===== config.mk =====
export PLATFORM = sky130hd
export DESIGN_NAME = tone_player
export DESIGN_NICKNAME = d
export VERILOG_FILES = /design/src/rtl/tone_player.sv
export SDC_FILE = /design/constraint.sdc
export NUM_CORES = 1
export LEC_CHECK = 0
export BUFFER_PORTS_ARGS = -buffer_cell sky130_fd_sc_hd__clkbuf_2
export CAP_MARGIN = 30
export CORE_MARGIN = 2
export CORE_UTILIZATION = 35
export DETAILED_ROUTE_END_ITERATION = 7
export PLACE_DENSITY_LB_ADDON = 0.05
export SLEW_MARGIN = 20
export SYNTH_ARGS = -nofsm -noshare
export SYNTH_HDL_FRONTEND = slang
export SYNTH_SLANG_ARGS = --single-unit
export TNS_END_PERCENT = 50

===== constraint.sdc =====
create_clock -name clk -period 10.38 [get_ports clk]
set_input_delay 2.076 -clock clk [delete_from_list [all_inputs] [get_ports clk]]
set_output_delay 2.076 -clock clk [all_outputs]
set_load 0.05 [all_outputs]

===== src/rtl/tone_player.sv =====
// -----------------------------------------------------------------------------
// tone_player
//
// Plays one note (or rest) per request as a square wave on a buzzer pin.
// A request is taken only in IDLE. It latches the note code, octave and
// duration. The note then plays for max(dur_units,1) beat units and the FSM
// returns to IDLE, optionally via a silent inter-note GAP.
//
// Optional feature macro:
//   NOTE_GAP_EN  - when defined, every note that runs to completion is
//                  followed by GAP_MS of silence with note_ready low.
//
// Parameters:
//   CLK_HZ   system clock frequency in Hz
//   BEAT_MS  length of one duration unit in ms
//   GAP_MS   inter-note silence in ms (used only with NOTE_GAP_EN)
//
// Ports:
//   clk         system clock, rising-edge active
//   reset       asynchronous active-low reset
//   note_valid  note request strobe
//   note_code   1..7 = do..si, 0 and 8..15 = rest
//   octave      00 low, 01 middle, 10 high, 11 middle
//   dur_units   note length in beat units (0 behaves as 1)
//   stop        synchronous abort of the note in progress
//   note_ready  high when a request can be accepted (IDLE)
//   speaker     square-wave tone output
//   playing     high while a note or rest is being timed
//   cur_note    latched note code of the note in progress, 0 otherwise
//   led_out     one-hot of cur_note (bit note-1), 0 for rest/idle
// -----------------------------------------------------------------------------
module tone_player #(
    parameter int unsigned CLK_HZ  = 100_000_000,
    parameter int unsigned BEAT_MS = 125,
    parameter int unsigned GAP_MS  = 20
) (
    input  logic       clk,
    input  logic       reset,
    input  logic       note_valid,
    input  logic [3:0] note_code,
    input  logic [1:0] octave,
    input  logic [3:0] dur_units,
    input  logic       stop,
    output logic       note_ready,
    output logic       speaker,
    output logic       playing,
    output logic [3:0] cur_note,
    output logic [6:0] led_out
);

    // -------------------------------------------------------------------------
    // Timing constants
    // -------------------------------------------------------------------------
    localparam int unsigned UNIT    = CLK_HZ / 1000 * BEAT_MS;
    localparam int unsigned GAP_CYC = CLK_HZ / 1000 * GAP_MS;

    // The unit-cycle counter also times the gap, so size it for the larger
    // of the longest note (15 units) and the gap.
    localparam int unsigned CNT_MAX = (15 * UNIT > GAP_CYC) ? 15 * UNIT : GAP_CYC;
    localparam int unsigned CNT_W   = $clog2(CNT_MAX + 1);

    // Middle-octave half periods, truncated.
    localparam int unsigned H_DO  = CLK_HZ / (2 * 262);
    localparam int unsigned H_RE  = CLK_HZ / (2 * 294);
    localparam int unsigned H_MI  = CLK_HZ / (2 * 330);
    localparam int unsigned H_FA  = CLK_HZ / (2 * 349);
    localparam int unsigned H_SOL = CLK_HZ / (2 * 392);
    localparam int unsigned H_LA  = CLK_HZ / (2 * 440);
    localparam int unsigned H_SI  = CLK_HZ / (2 * 494);

    // The low octave doubles the longest half period (do), so that sets the
    // phase counter width.
    localparam int unsigned PH_W = $clog2(2 * H_DO + 1);

    // -------------------------------------------------------------------------
    // State
    // -------------------------------------------------------------------------
    typedef enum logic [1:0] {
        ST_IDLE = 2'd0,
        ST_PLAY = 2'd1
`ifdef NOTE_GAP_EN
        ,
        ST_GAP  = 2'd2
`endif
    } state_t;

    state_t            state_reg,     state_next;
    logic [3:0]        note_reg,      note_next;
    logic [1:0]        oct_reg,       oct_next;
    logic [3:0]        dur_reg,       dur_next;
    logic [CNT_W-1:0]  unit_cnt_reg,  unit_cnt_next;
    logic [3:0]        units_cnt_reg, units_cnt_next;
    logic [PH_W-1:0]   phase_reg,     phase_next;
    logic              speaker_reg,   speaker_next;

    logic [PH_W-1:0]   mid_half;
    logic [PH_W-1:0]   half_sel;
    logic              is_rest;
    logic              unit_last;
    logic              note_last;

    // -------------------------------------------------------------------------
    // Half-period selection for the latched note and octave
    // -------------------------------------------------------------------------
    always_comb begin
        mid_half = '0;
        case (note_reg)
            4'd1:    mid_half = PH_W'(H_DO);
            4'd2:    mid_half = PH_W'(H_RE);
            4'd3:    mid_half = PH_W'(H_MI);
            4'd4:    mid_half = PH_W'(H_FA);
            4'd5:    mid_half = PH_W'(H_SOL);
            4'd6:    mid_half = PH_W'(H_LA);
            4'd7:    mid_half = PH_W'(H_SI);
            default: mid_half = '0;
        endcase

        half_sel = mid_half;
        case (oct_reg)
            2'b00:   half_sel = mid_half << 1;
            2'b10:   half_sel = mid_half >> 1;
            default: half_sel = mid_half;
        endcase
    end

    assign is_rest = (note_reg == 4'd0) || (note_reg > 4'd7);

    // -------------------------------------------------------------------------
    // State register
    // -------------------------------------------------------------------------
    always_ff @(posedge clk or negedge reset) begin
        if (!reset) begin
            state_reg     <= ST_IDLE;
            note_reg      <= '0;
            oct_reg       <= '0;
            dur_reg       <= '0;
            unit_cnt_reg  <= '0;
            units_cnt_reg <= '0;
            phase_reg     <= '0;
            speaker_reg   <= 1'b0;
        end else begin
            state_reg     <= state_next;
            note_reg      <= note_next;
            oct_reg       <= oct_next;
            dur_reg       <= dur_next;
            unit_cnt_reg  <= unit_cnt_next;
            units_cnt_reg <= units_cnt_next;
            phase_reg     <= phase_next;
            speaker_reg   <= speaker_next;
        end
    end

    // -------------------------------------------------------------------------
    // Next-state logic
    // -------------------------------------------------------------------------
    always_comb begin
        state_next     = state_reg;
        note_next      = note_reg;
        oct_next       = oct_reg;
        dur_next       = dur_reg;
        unit_cnt_next  = unit_cnt_reg;
        units_cnt_next = units_cnt_reg;
        phase_next     = phase_reg;
        speaker_next   = speaker_reg;

        unit_last = (unit_cnt_reg == CNT_W'(UNIT - 1));
        note_last = (units_cnt_reg == (dur_reg - 4'd1));

        case (state_reg)
            ST_IDLE: begin
                speaker_next = 1'b0;
                // stop has priority over a simultaneous request
                if (note_valid && !stop) begin
                    state_next     = ST_PLAY;
                    note_next      = note_code;
                    oct_next       = octave;
                    dur_next       = (dur_units == 4'd0) ? 4'd1 : dur_units;
                    unit_cnt_next  = '0;
                    units_cnt_next = '0;
                    phase_next     = '0;
                end
            end

            ST_PLAY: begin
                if (stop) begin
                    state_next     = ST_IDLE;
                    note_next      = '0;
                    unit_cnt_next  = '0;
                    units_cnt_next = '0;
                    phase_next     = '0;
                    speaker_next   = 1'b0;
                end else begin
                    // Tone generation; rests keep the phase counter parked.
                    if (is_rest) begin
                        phase_next   = '0;
                        speaker_next = 1'b0;
                    end else if (phase_reg == (half_sel - 1'b1)) begin
                        phase_next   = '0;
                        speaker_next = ~speaker_reg;
                    end else begin
                        phase_next   = phase_reg + 1'b1;
                    end

                    // Duration: UNIT cycles per unit, dur_reg units in total.
                    if (unit_last) begin
                        unit_cnt_next = '0;
                        if (note_last) begin
                            // Expiry overrides any toggle on the same edge.
                            note_next      = '0;
                            units_cnt_next = '0;
                            phase_next     = '0;
                            speaker_next   = 1'b0;
`ifdef NOTE_GAP_EN
                            state_next     = ST_GAP;
`else
                            state_next     = ST_IDLE;
`endif
                        end else begin
                            units_cnt_next = units_cnt_reg + 1'b1;
                        end
                    end else begin
                        unit_cnt_next = unit_cnt_reg + 1'b1;
                    end
                end
            end

`ifdef NOTE_GAP_EN
            ST_GAP: begin
                speaker_next = 1'b0;
                if (stop || (unit_cnt_reg == CNT_W'(GAP_CYC - 1))) begin
                    state_next    = ST_IDLE;
                    unit_cnt_next = '0;
                end else begin
                    unit_cnt_next = unit_cnt_reg + 1'b1;
                end
            end
`endif

            default: begin
                state_next     = ST_IDLE;
                note_next      = '0;
                unit_cnt_next  = '0;
                units_cnt_next = '0;
                phase_next     = '0;
                speaker_next   = 1'b0;
            end
        endcase
    end

    // -------------------------------------------------------------------------
    // Outputs
    // -------------------------------------------------------------------------
    assign note_ready = (state_reg == ST_IDLE);
    assign playing    = (state_reg == ST_PLAY);
    assign speaker    = speaker_reg;
    // note_reg is cleared whenever PLAY ends, so it already reads 0 outside PLAY.
    assign cur_note   = note_reg;

    generate
        for (genvar gi = 0; gi < 7; gi++) begin : g_led
            assign led_out[gi] = (note_reg == 4'(gi + 1));
        end
    endgenerate

endmodule

After elaboration in Yosys (flattened, before gate mapping)
Index checks and enable logic that the tools add are counted.
- add/subtract/negate cells: 5
- $mul: 0
- div/mod/pow operators: 0
- $lt $le $gt $ge: 1
- equal/unequal tests: 15
- shift-type cells: 0
- muxes and demuxes: 35
- bitwise operators: 1
- reductions and logical operators: 10
- operators with widths (kind ; count):
    $pmux 18 s7 ; 1
    $mux 19 ; 6
    $mux 28 ; 3
    $pmux 19 s2 ; 2
    $pmux 28 s2 ; 1
    $mux 4 ; 9
    $add 28x1->28 const B ; 1
    $eq 28x24->1 const B ; 1
    $add 19x1->19 const B ; 1
    $eq 19x19->1 ; 1
    $sub 19x1->19 const B ; 1
    $eq 4x3->1 const B ; 4
    $pmux 4 s2 ; 2
    $eq 4x2->1 const B ; 2
    $logic_not 4->1 ; 2
    $mux 2 ; 4
    $mux 1 ; 6
    $ne 3x2->1 const B ; 2
    $add 4x1->4 const B ; 1
    $eq 4x1->1 const B ; 1
    $eq 4x4->1 ; 1
    $gt 4x3->1 const B ; 1
    $logic_not 2->1 ; 2
    $pmux 2 s2 ; 1
    10 further kinds ; 11
- bits in registers: 64
- latch bits: 0
- RAM bits: 0
- bits in read-only memories: 0
- logic and storage cells: 75
- memories: 0

Longest topological paths before layout
Gate-level depths: netlist of run 1.
- depth in word-level cells: 11
- depth in mapped cells: 16
- gate-level depth less buffers: 13

Worst setup path after synthesis of run 1
OpenSTA, ideal clock, no wires.
- path kind: reg-to-output
- from: reg note_reg[3], in the netlist cur_note[3]
- to: out led_out[0]
- arrival: 2.297 ns
- slack: 6.007 ns
- stages on the path, launching flop included: 5
- path buffers: 3
- cells stage by stage: dfrtp_1 clkbuf_1 clkbuf_1 clkbuf_1 nor3_1
- cells in the longest elaborated chain, start to end: 1
- RTL lines (what ; line ; source):
    start, declared ; 88 ; logic [3:0] note_reg, note_next;
    start signal, assigned ; 143 ; note_reg <= note_next;
    $eq 4x1->1 ; 261 ; assign led_out[gi] = (note_reg == 4'(gi + 1));
    end, declared ; 48 ; output logic [6:0] led_out
Every way passes these cells.

Worst setup path in the final report of run 1
- from: reg note_reg[1], in the netlist cur_note[1]
- to: reg phase_reg[17]
- cells in the longest elaborated chain, start to end: 11
- elaborated cells between the ends (all ways): 20
- RTL lines (what ; line ; source):
    $eq 4x3->1 (tied with other cells) ; 107 ; case (note_reg)
    $pmux 18 s7 ; 107 ;
    $pmux 19 s2 ; 119 ; case (oct_reg)
    $sub 19x1->19 ; 197 ; end else if (phase_reg == (half_sel - 1'b1)) begin
    $eq 19x19->1 ; 197 ;
    $mux 19 ; 197 ;
    $mux 19 (*) ; 194 ; if (is_rest) begin
    $mux 19 ; 207 ; if (note_last) begin
    $mux 19 (*) ; 205 ; if (unit_last) begin
    $mux 19 (*) ; 185 ; if (stop) begin
    $pmux 19 s2 (*) ; 169 ; case (state_reg)
    end signal, assigned ; 148 ; phase_reg <= phase_next;
    end, declared ; 93 ; logic [PH_W-1:0] phase_reg, phase_next;
Mark *: on every way between the ends. The rest lies on a longest branch, timed or not.
A chain may end at the register's enable or synchronous reset.

==> results.md, run 1 <==
* Status: complete, no violations
* CTS tree: done
* Max VDD drop at 113.0 µV
* Root Buffer: clkbuf_16
* Post-DP HPWL at 8044 µm
* Post-synth top area cell: dfrtp_1
* Fin util at 0.4045
* Top_reg_cell synth: dfrtp_1
* Clk sinks at 63
* Tmin final at 4.348 ns
* Wire per inst at 16.64 µm
* PortBufs at 27
* Starting Density at 0.3567
* Largest net degree at the start of global routing at 64
* Worst-path clk slew at 0.06 ns
* Die area at 13680 µm²
* Gpl congestion at 0.7913
* TNS Setup at 0 ns
* Antenna violations before repair at 0
* Die width at 116.9 µm
* Critical path class: reg2reg
* Top cells by area in the synthesized netlist: dfrtp_1 (35%), o21ai_0 (5.8%), nand2_1 (4.5%), xor2_1 (4.3%), nand3_1 (3.7%)
* H-tree depth at 3
* Drt drc at 0
* Worst hold path type: reg2reg
* Area delta synth->final at 13.42%
* Syn nets at 549
* Worst slack at placement at 6.065 ns
* Crit path capture type: flip-flop
* Top-area cell type share of the netlist area at 0.3531
* Mapped cell area at 4464 µm²
* FF+latch count, synth at 63
* Pwr/cell area at 272.9 nW/µm²
* Fin worst setup slack at 6.032 ns
* Iteration-0 DRC Markers at 269
* Leakage at 0.002237 µW
* Slew at the pin closest to its max-slew limit at 0.9285 ns
* Synth Area per Inst at 8.423 µm²
* TritonCTS Buffers at 9
* Hold Path Depth at 1
* Critical path launch point type: flip-flop
* Critical Path RT at 10.60 ns
* Yosys cell types at 65
* Unrepaired setup endpoints after global routing: false
* CTS Buffer Depth at 2
* Total Nets Final at 563
* Final hold vios at 0
* Overflow after GRT at 0
* Core Area at 12520 µm²
* Worst Path Max Fanout at 30
* YS warnings at 0
* CTS Hold Bufs at 0
* Vias at 3971
* Final ANT Viol Nets at 0
* Die height at 116.9 µm
* Synth Instances at 530
* Final Slew Violations at 0
* RR Endpoint: phase_reg[17]
* Post-synth ARST share at 1.000
* Vias in the first global route at 3881
* Register-to-Register Path Depth at 13
* Clock latency on the worst-skew pair at 0.33 ns
* Arrival @ worst endpoint at 4.57 ns
* Max cap viols at 0
* Drt first pass iters at 4
* Most frequent cells in the layout: dfrtp_1 (63), nand2_1 (54), o21ai_0 (52)
* Max FFs per register at 28
* Hold worst-path end: unit_cnt_reg[19]
* DRT Wirelength at 11980 µm
* HP Start: unit_cnt_reg[19]
* Highest Clock Rate at 0.2300 GHz
* Detail-routed via count per cell at 5.515
* Sequential fraction of the synthesis area at 0.3531
* Post-synth EDFFs at 0
* Site Rows at 41
* FF-to-FF Start: cur_note[1]
* Slew HR at 0.3810
* Fraction of layout cells with a size suffix above 1 at 0.1350
* Ant diodes at 0
* Setup bufs post-CTS at 0
* Reg2Reg Setup Slack at 6.03 ns
* Post-CTS sizing at 0
* First-pass GRT wire length at 19950 µm
* Setup Viol. Count Final at 0
* Final period util at 0.4189
* Most common cell after layout, fill and taps aside: dfrtp_1
* Clock skew at 0.006308 ns
* Overall Global Routing Usage at 0.1874
* # IOs at 28
worst max path at each step:
stage,start,endpoint,slack (ns),cells past startpoint
floorplan,cur_note[3],led_out[0],6.01,4
global placement,cur_note[1],phase_reg[17],6.18,13
detailed placement,cur_note[1],phase_reg[17],6.06,13
CTS,cur_note[1],phase_reg[17],6.04,13
global route,cur_note[1],phase_reg[17],5.77,13
finish,cur_note[1],phase_reg[17],6.03,13
through the flow:
stage | power, µW | instance area, µm² | hold WS, ns | instances
final | 1382 | 5064 | 0.5120 | 720
after global routing | 1484 | 5064 | 0.5358 | 720
after CTS | 1390 | 5021 | 0.5151 | 718
after detailed placement | 1044 | 4701 | 0.5019 | 703
after global placement | 1039 | 4701 | 0.5004 | 703
after floorplan | 894.7 | 4464 | 0.4631 | 530
Yosys cell counts (7+ instances only):
master and instances:
nor3_1 12, nor4_1 9, clkbuf_1 18, a22o_1 8, nor2_1 32, nor3b_1 8
nand2b_1 7, and3_1 17, o21ai_0 52, nand4_1 8, nor2b_1 11, a21oi_1 18
or3_1 7, dfrtp_1 63, or2_2 9, nand3_1 33, a21o_1 18, xnor2_1 13
inv_1 11, xor2_1 22, nand2_1 54, buf_2 7, o31ai_1 19
routing by layer:
layer | up-vias | GRT usage | routed length [µm]
met3 | 20 | 0.03811 | 277
met5 | - | 0 | 0
met2 | 49 | 0.3029 | 5762
met4 | 0 | 0.07686 | 310
li1 | 1964 | - | -
met1 | 1938 | 0.2460 | 5630
critical path, cell delays in order, from the launching register on:
cell and delay, ns:
dfrtp_1 0.95, nand2b_1 0.34, o21ai_0 0.24, a221oi_1 0.12
or2_2 0.32, ha_1 0.23, nand2_4 0.10, mux4_2 0.48
or3_1 0.31, and3_4 0.19, nor4_4 0.25, buf_4 0.30
o31ai_1 0.11, a22o_1 0.27
area by class of cell:
class,instances,area (µm²)
inverter,11,41.29
fill,1308,7453
multi-input combinational,424,2688
tap,172,215.2
clock buffer,10,239.0
timing repair buffer,35,222.7
clock inverter,5,81.33
sequential,63,1577
logic make-up (layout without fill, tap and decap cells):
family                   Yosys count  count (layout)  share of synthesized area
AND/OR/NAND/NOR                  229             229                     0.2780
AO/OA/AOI/OAI                    146             146                     0.2150
flip-flops                        63              63                     0.3531
buffers and inverters             43              61                    0.04484
XOR/XNOR                          36              36                    0.07371
multiplexers                       8               8                    0.02130
adder cells (fa/ha/maj)            5               5                    0.01401
power breakdown:
group          switching (µW)  leakage [µW]  internal (µW)
clock                     119      0.000155            216
combinational             413       0.00122            264
sequential               94.8      0.000859            275
total                     627       0.00224            755
No activity file was read; power rests on OpenSTA's default activity.
==> inputs of run 2 (changes only) <==
==> constraint.sdc (replaced) <==
create_clock -name clk -period 3.7 [get_ports clk]
set_input_delay 0.74 -clock clk [delete_from_list [all_inputs] [get_ports clk]]
set_output_delay 0.74 -clock clk [all_outputs]
set_load 0.05 [all_outputs]
==> results.md, run 2 (synthesis results as in run 1) <==
* DRT Wirelength at 12220 µm (was 11980 µm)
* Reg2Reg Setup Slack at 0.24 ns (was 6.03 ns)
* Tmin final at 3.460 ns (was 4.348 ns)
* Starting Density at 0.3567 (unchanged)
* CTS Hold Bufs at 0 (unchanged)
* CTS Buffer Depth at 2 (unchanged)
* Final hold vios at 0 (unchanged)
* Critical path class: reg2reg (unchanged)
* Overflow after GRT at 0 (unchanged)
* Area delta synth->final at 16.06% (was 13.42%)
* TNS Setup at 0 ns (unchanged)
* Antenna violations before repair at 0 (unchanged)
* Most common cell after layout, fill and taps aside: dfrtp_1 (unchanged)
* Clock Power Share at 0.228 (was 0.243)
* Drt first pass iters at 4 (unchanged)
* Vias in the first global route at 3976 (was 3881)
* Clk sinks at 63 (unchanged)
* Final cell count without fillers at 736 (was 720)
* Max VDD drop at 292.0 µV (was 113.0 µV)
* Int Pwr at 2162 µW (was 754.7 µW)
* Unrepaired setup endpoints after global routing: false (unchanged)
* Post-DP HPWL at 8587 µm (was 8044 µm)
* Critical path launch point type: flip-flop (unchanged)
* Drt drc at 0 (unchanged)
* Most frequent cells in the layout: dfrtp_1 (61), nand2_1 (53), o21ai_0 (52) (was dfrtp_1 (63), nand2_1 (54), o21ai_0 (52))
* Ant diodes at 0 (unchanged)
* Final ANT Viol Nets at 0 (unchanged)
* Overall Global Routing Usage at 0.1928 (was 0.1874)
* Core Area at 12520 µm² (unchanged)
* Final Slew Violations at 0 (unchanged)
* Gpl congestion at 0.8054 (was 0.7913)
* Die area at 13680 µm² (unchanged)
* Highest Clock Rate at 0.2890 GHz (was 0.2300 GHz)
* H-tree depth at 3 (unchanged)
* Comb power frac at 0.545 (was 0.490)
* Site Rows at 41 (unchanged)
* RR Endpoint: phase_reg[17] (unchanged)
* Leakage at 0.002307 µW (was 0.002237 µW)
* Status: complete, no violations (unchanged)
* Fraction of layout cells with a size suffix above 1 at 0.1649 (was 0.1350)
* Crit path capture type: flip-flop (unchanged)
* Clock latency on the worst-skew pair at 0.33 ns (about the same)
* Fin worst setup slack at 0.2401 ns (was 6.032 ns)
* Hold slack at 0.4661 ns (was 0.5120 ns)
* Placed cells at 718 (was 703)
* Largest net degree at the start of global routing at 29 (was 64)
* Worst hold path type: in2async (was reg2reg)
* CTS tree: done (unchanged)
* TritonCTS Buffers at 9 (unchanged)
* Power share of the sequential group at 0.227 (was 0.267)
* Max FFs per register at 28 (unchanged)
* Slew HR at 0.3569 (was 0.3810)
* Die height at 116.9 µm (unchanged)
* Worst Path Max Fanout at 21 (was 30)
* Register-to-Register Path Depth at 12 (was 13)
* Vias at 4034 (was 3971)
* Iteration-0 DRC Markers at 349 (was 269)
* FF-to-FF Start: cur_note[2] (was cur_note[1])
* Root Buffer: clkbuf_16 (unchanged)
* Pwr/cell area at 759.7 nW/µm² (was 272.9 nW/µm²)
* Max cap viols at 0 (unchanged)
* Die width at 116.9 µm (unchanged)
* First-pass GRT wire length at 20400 µm (was 19950 µm)
* Critical Path RT at 3.92 ns (was 10.60 ns)
* # IOs at 28 (unchanged)
* Worst-path clk slew at 0.06 ns (about the same)
* Worst slack at placement at 0.2287 ns (was 6.065 ns)
* Total Nets Final at 578 (was 563)
* Detail-routed via count per cell at 5.481 (was 5.515)
* Switching part of the total at 0.4507 (was 0.4538)
* Setup Viol. Count Final at 0 (unchanged)
* Final period util at 0.9351 (was 0.4189)
* Clock skew at 0.006498 ns (was 0.006308 ns)
* Slew at the pin closest to its max-slew limit at 0.9611 ns (was 0.9285 ns)
* Net Sw Power at 1774 µW (was 627.1 µW)
* Wire per inst at 16.60 µm (was 16.64 µm)
* Arrival @ worst endpoint at 3.68 ns (was 4.57 ns)
* PortBufs at 27 (unchanged)
-- run 2: changes by cell type in the layout (fill, tap and decap cells not counted), sizes merged --
cell and change:
buf +14, clkbuf +3, bufinv -1
-- run 2: per-layer routing --
metal / part of all wire / global-route usage / up-vias
met4: 0.022 / 0.06745 / 0
li1: - / - / 2000
met1: 0.48 / 0.2598 / 1969
met2: 0.48 / 0.3121 / 47
met3: 0.022 / 0.03605 / 18
met5: 0 / 0 / -
-- run 2: critical path, stage by stage, from the launching register on --
cell      delay, ns
dfrtp_2        0.49
buf_4          0.29
nor2b_1        0.15
or3_1          0.35
a221oi_2       0.38
xor2_1         0.13
or3_1          0.36
a32o_1         0.28
nor4_4         0.26
buf_4          0.19
buf_12         0.14
o31ai_1        0.08
a22o_1         0.24
-- run 2: cell type report --
cell class                 instances  area (µm²)
clock buffer                      12       266.5
clock inverter                     4       51.30
fill                            1323        7336
inverter                          11       41.29
multi-input combinational        424        2690
sequential                        63        1579
tap                              172       215.2
timing repair buffer              50       337.8
-- run 2: per-stage QoR --
step	total power [µW]	utilization	cell area, µm²
2_1_floorplan	2512	-	4467
3_3_place_gp	3031	0.3851	4821
3_5_place_dp	3040	0.3857	4828
4_1_cts	3967	0.4111	5146
5_1_grt	4248	0.4139	5181
6_report	3936	0.4139	5181
-- run 2: timing repair --
item / 4_1_cts / 5_1_grt
buffers inserted: 0 / 1
setup endpoints to repair: 0 / 4
gates resized for setup: 0 / 1
hold endpoints to repair: 0 / 0
-- run 2: power by group through the flow --
| stage | clock network (µW) | logic [µW] | registers (µW) |
|---|---|---|---|
| 2_1_floorplan | 0 | 1580 | 934 |
| 3_3_place_gp | 0 | 2130 | 901 |
| 3_5_place_dp | 0 | 2140 | 903 |
| 4_1_cts | 927 | 2150 | 893 |
| 5_1_grt | 953 | 2380 | 912 |
| 6_report | 898 | 2140 | 894 |
-- run 2: worst max path at each step --
stage           startpoint       endpoint  slack, ns  cells past startpoint
2_1_floorplan  cur_note[2]  phase_reg[17]     0.0006                     15
3_3_place_gp   cur_note[1]  phase_reg[17]       0.25                     14
3_5_place_dp   cur_note[1]  phase_reg[17]       0.23                     14
4_1_cts        cur_note[1]  phase_reg[17]       0.22                     14
5_1_grt        cur_note[2]  phase_reg[17]       0.03                     12
6_report       cur_note[2]  phase_reg[17]       0.24                     12
==> inputs of run 3 (changes only) <==
--- a/config.mk
+++ b/config.mk
@@ -11,6 +11,7 @@
 export CORE_UTILIZATION = 35
 export DETAILED_ROUTE_END_ITERATION = 7
 export PLACE_DENSITY_LB_ADDON = 0.05
+export RECOVER_POWER = 25
 export SLEW_MARGIN = 20
 export SYNTH_ARGS = -nofsm -noshare
 export SYNTH_HDL_FRONTEND = slang
==> results.md, run 3 (synthesis results as in run 1) <==
* Status: finished with violations (was complete, no violations)
* Violated checks: capacitance limit, slew limit
* # IOs at 28 (unchanged)
* Final cell count without fillers at 736 (unchanged)
* Fin util at 0.4135 (was 0.4139)
* Crit path capture type: flip-flop (unchanged)
* Wire per inst at 16.61 µm (was 16.60 µm)
* Overflow after GRT at 0 (unchanged)
* Most frequent cells in the layout: dfrtp_1 (61), nand2_1 (53), o21ai_0 (52) (unchanged)
* Critical path class: reg2reg (unchanged)
* First-pass GRT wire length at 20400 µm (unchanged)
* Die width at 116.9 µm (unchanged)
* Worst-path clk slew at 0.06 ns (about the same)
* TritonCTS Buffers at 9 (unchanged)
* Vias in the first global route at 3976 (unchanged)
* Ant diodes at 0 (unchanged)
* Final Total Pwr at 3935 µW (was 3936 µW)
* Pwr/cell area at 760.3 nW/µm² (was 759.7 nW/µm²)
* Drt drc at 0 (unchanged)
* Die height at 116.9 µm (unchanged)
* Worst hold path type: reg2reg (was in2async)
* Critical-path top delay cell: dfrtp_2 (unchanged)
* Placed cells at 718 (unchanged)
* CTS Hold Bufs at 0 (unchanged)
* Slew at the pin closest to its max-slew limit at 1.716 ns (was 0.9611 ns)
* Slew HR at -0.1441 (was 0.3569)
* Overall Global Routing Usage at 0.1928 (unchanged)
* Final hold vios at 0 (unchanged)
* Clock skew at 0.006498 ns (about the same)
* Final Slew Violations at 27 (was 0)
* Clock latency on the worst-skew pair at 0.33 ns (about the same)
* Critical Path RT at 3.92 ns (about the same)
* PortBufs at 27 (unchanged)
* Largest net degree at the start of global routing at 29 (unchanged)
* Max FFs per register at 28 (unchanged)
* Area delta synth->final at 15.95% (was 16.06%)
* Final ANT Viol Nets at 0 (unchanged)
* Highest Clock Rate at 0.2890 GHz (about the same)
* Total Nets Final at 578 (unchanged)
* Site Rows at 41 (unchanged)
* H-tree depth at 3 (unchanged)
* Fraction of layout cells with a size suffix above 1 at 0.1613 (was 0.1649)
* Max cap viols at 1 (was 0)
* Most common cell after layout, fill and taps aside: dfrtp_1 (unchanged)
* Unrepaired setup endpoints after global routing: false (unchanged)
* CTS Buffer Depth at 2 (unchanged)
* Drt first pass iters at 4 (unchanged)
* Max VDD drop at 291.2 µV (was 292.0 µV)
* Setup Viol. Count Final at 0 (unchanged)
* Tmin final at 3.460 ns (about the same)
* Core Area at 12520 µm² (unchanged)
* Arrival @ worst endpoint at 3.68 ns (about the same)
* CTS tree: done (unchanged)
* CP Cell Sequence: buf_4 > nor2b_1 > or3_1 > a221oi_2 > xor2_1 > or3_1 > a32o_1 > nor4_4 > buf_4 > buf_12 > o31ai_1 > a22o_1 (unchanged)
* Worst Path Max Fanout at 21 (unchanged)
* Critical path launch point type: flip-flop (unchanged)
* Clk sinks at 63 (unchanged)
* Iteration-0 DRC Markers at 346 (was 349)
* Slowest Stage Delay on Critical Path at 0.49 ns (about the same)
* Vias at 4034 (unchanged)
* Die area at 13680 µm² (unchanged)
* TNS Setup at 0 ns (unchanged)
* Detail-routed via count per cell at 5.481 (unchanged)
* Antenna violations before repair at 0 (unchanged)
* Post-DP HPWL at 8587 µm (unchanged)
* Gpl congestion at 0.8054 (unchanged)
* Root Buffer: clkbuf_16 (unchanged)
* DRT Wirelength at 12230 µm (was 12220 µm)
* Final period util at 0.9351 (about the same)
* Leakage at 0.002301 µW (was 0.002307 µW)
* Starting Density at 0.3567 (unchanged)
## run 3: metrics by stage
| stage | cell area, µm² | hold slack (ns) | setup WS (ns) |
|---|---|---|---|
| global placement | 4821 | 0.5047 | 0.2456 |
| global route | 5176 | 0.5460 | 0.03399 |
| finish | 5176 | 0.5190 | 0.2402 |
| detailed placement | 4828 | 0.4980 | 0.2287 |
| floorplan | 4467 | 0.4444 | 0.0005578 |
| CTS | 5146 | 0.4745 | 0.2175 |
## run 3: repair_timing
item                                    CTS  global route
gates resized for setup                   0             1
buffers inserted                          0             1
endpoints found under the setup margin    0             4
## run 3: metal layers
metal,up-vias,wire [µm],GRT usage
met5,-,0,0
met4,0,269,0.06745
met3,18,265,0.03605
met2,45,5802,0.3121
met1,1971,5888,0.2598
li1,2000,-,-
## run 3: critical path, delay by kind of cell (launching register included)
family,cells,cell delay [ns]
and+or+nand+nor,4,1.12
AOI/OAI and AO/OA,4,0.98
buffers and inverters,3,0.62
DFF,1,0.49
xor gates and xnor gates,1,0.13
## run 3: final timing paths
kind                                  start                to  slack, ns  depth (start not counted)
setup / recovery                cur_note[2]     phase_reg[17]       0.24                         12
hold / removal             unit_cnt_reg[19]  unit_cnt_reg[19]       0.52                          1
hold reg to reg            unit_cnt_reg[19]  unit_cnt_reg[19]       0.52                          1
min in group asynchronous             reset        oct_reg[1]       0.86                          1
setup reg to reg                cur_note[2]     phase_reg[17]       0.24                         12
max in group asynchronous             reset      phase_reg[8]       1.05                          2
## run 3: cell type report
| cell class | instances | area [µm²] |
|---|---|---|
| clock buffer | 12 | 266.5 |
| clock inverter | 4 | 51.30 |
| fill | 1324 | 7341 |
| inverter | 11 | 41.29 |
| multi-input combinational | 424 | 2690 |
| sequential | 63 | 1579 |
| tap | 172 | 215.2 |
| timing repair buffer | 50 | 332.8 |
## run 3: power breakdown
part	switching (µW)	internal, µW	total, µW
clock network	321	578	898
logic	1340	808	2140
registers	118	776	894
total	1770	2160	3940
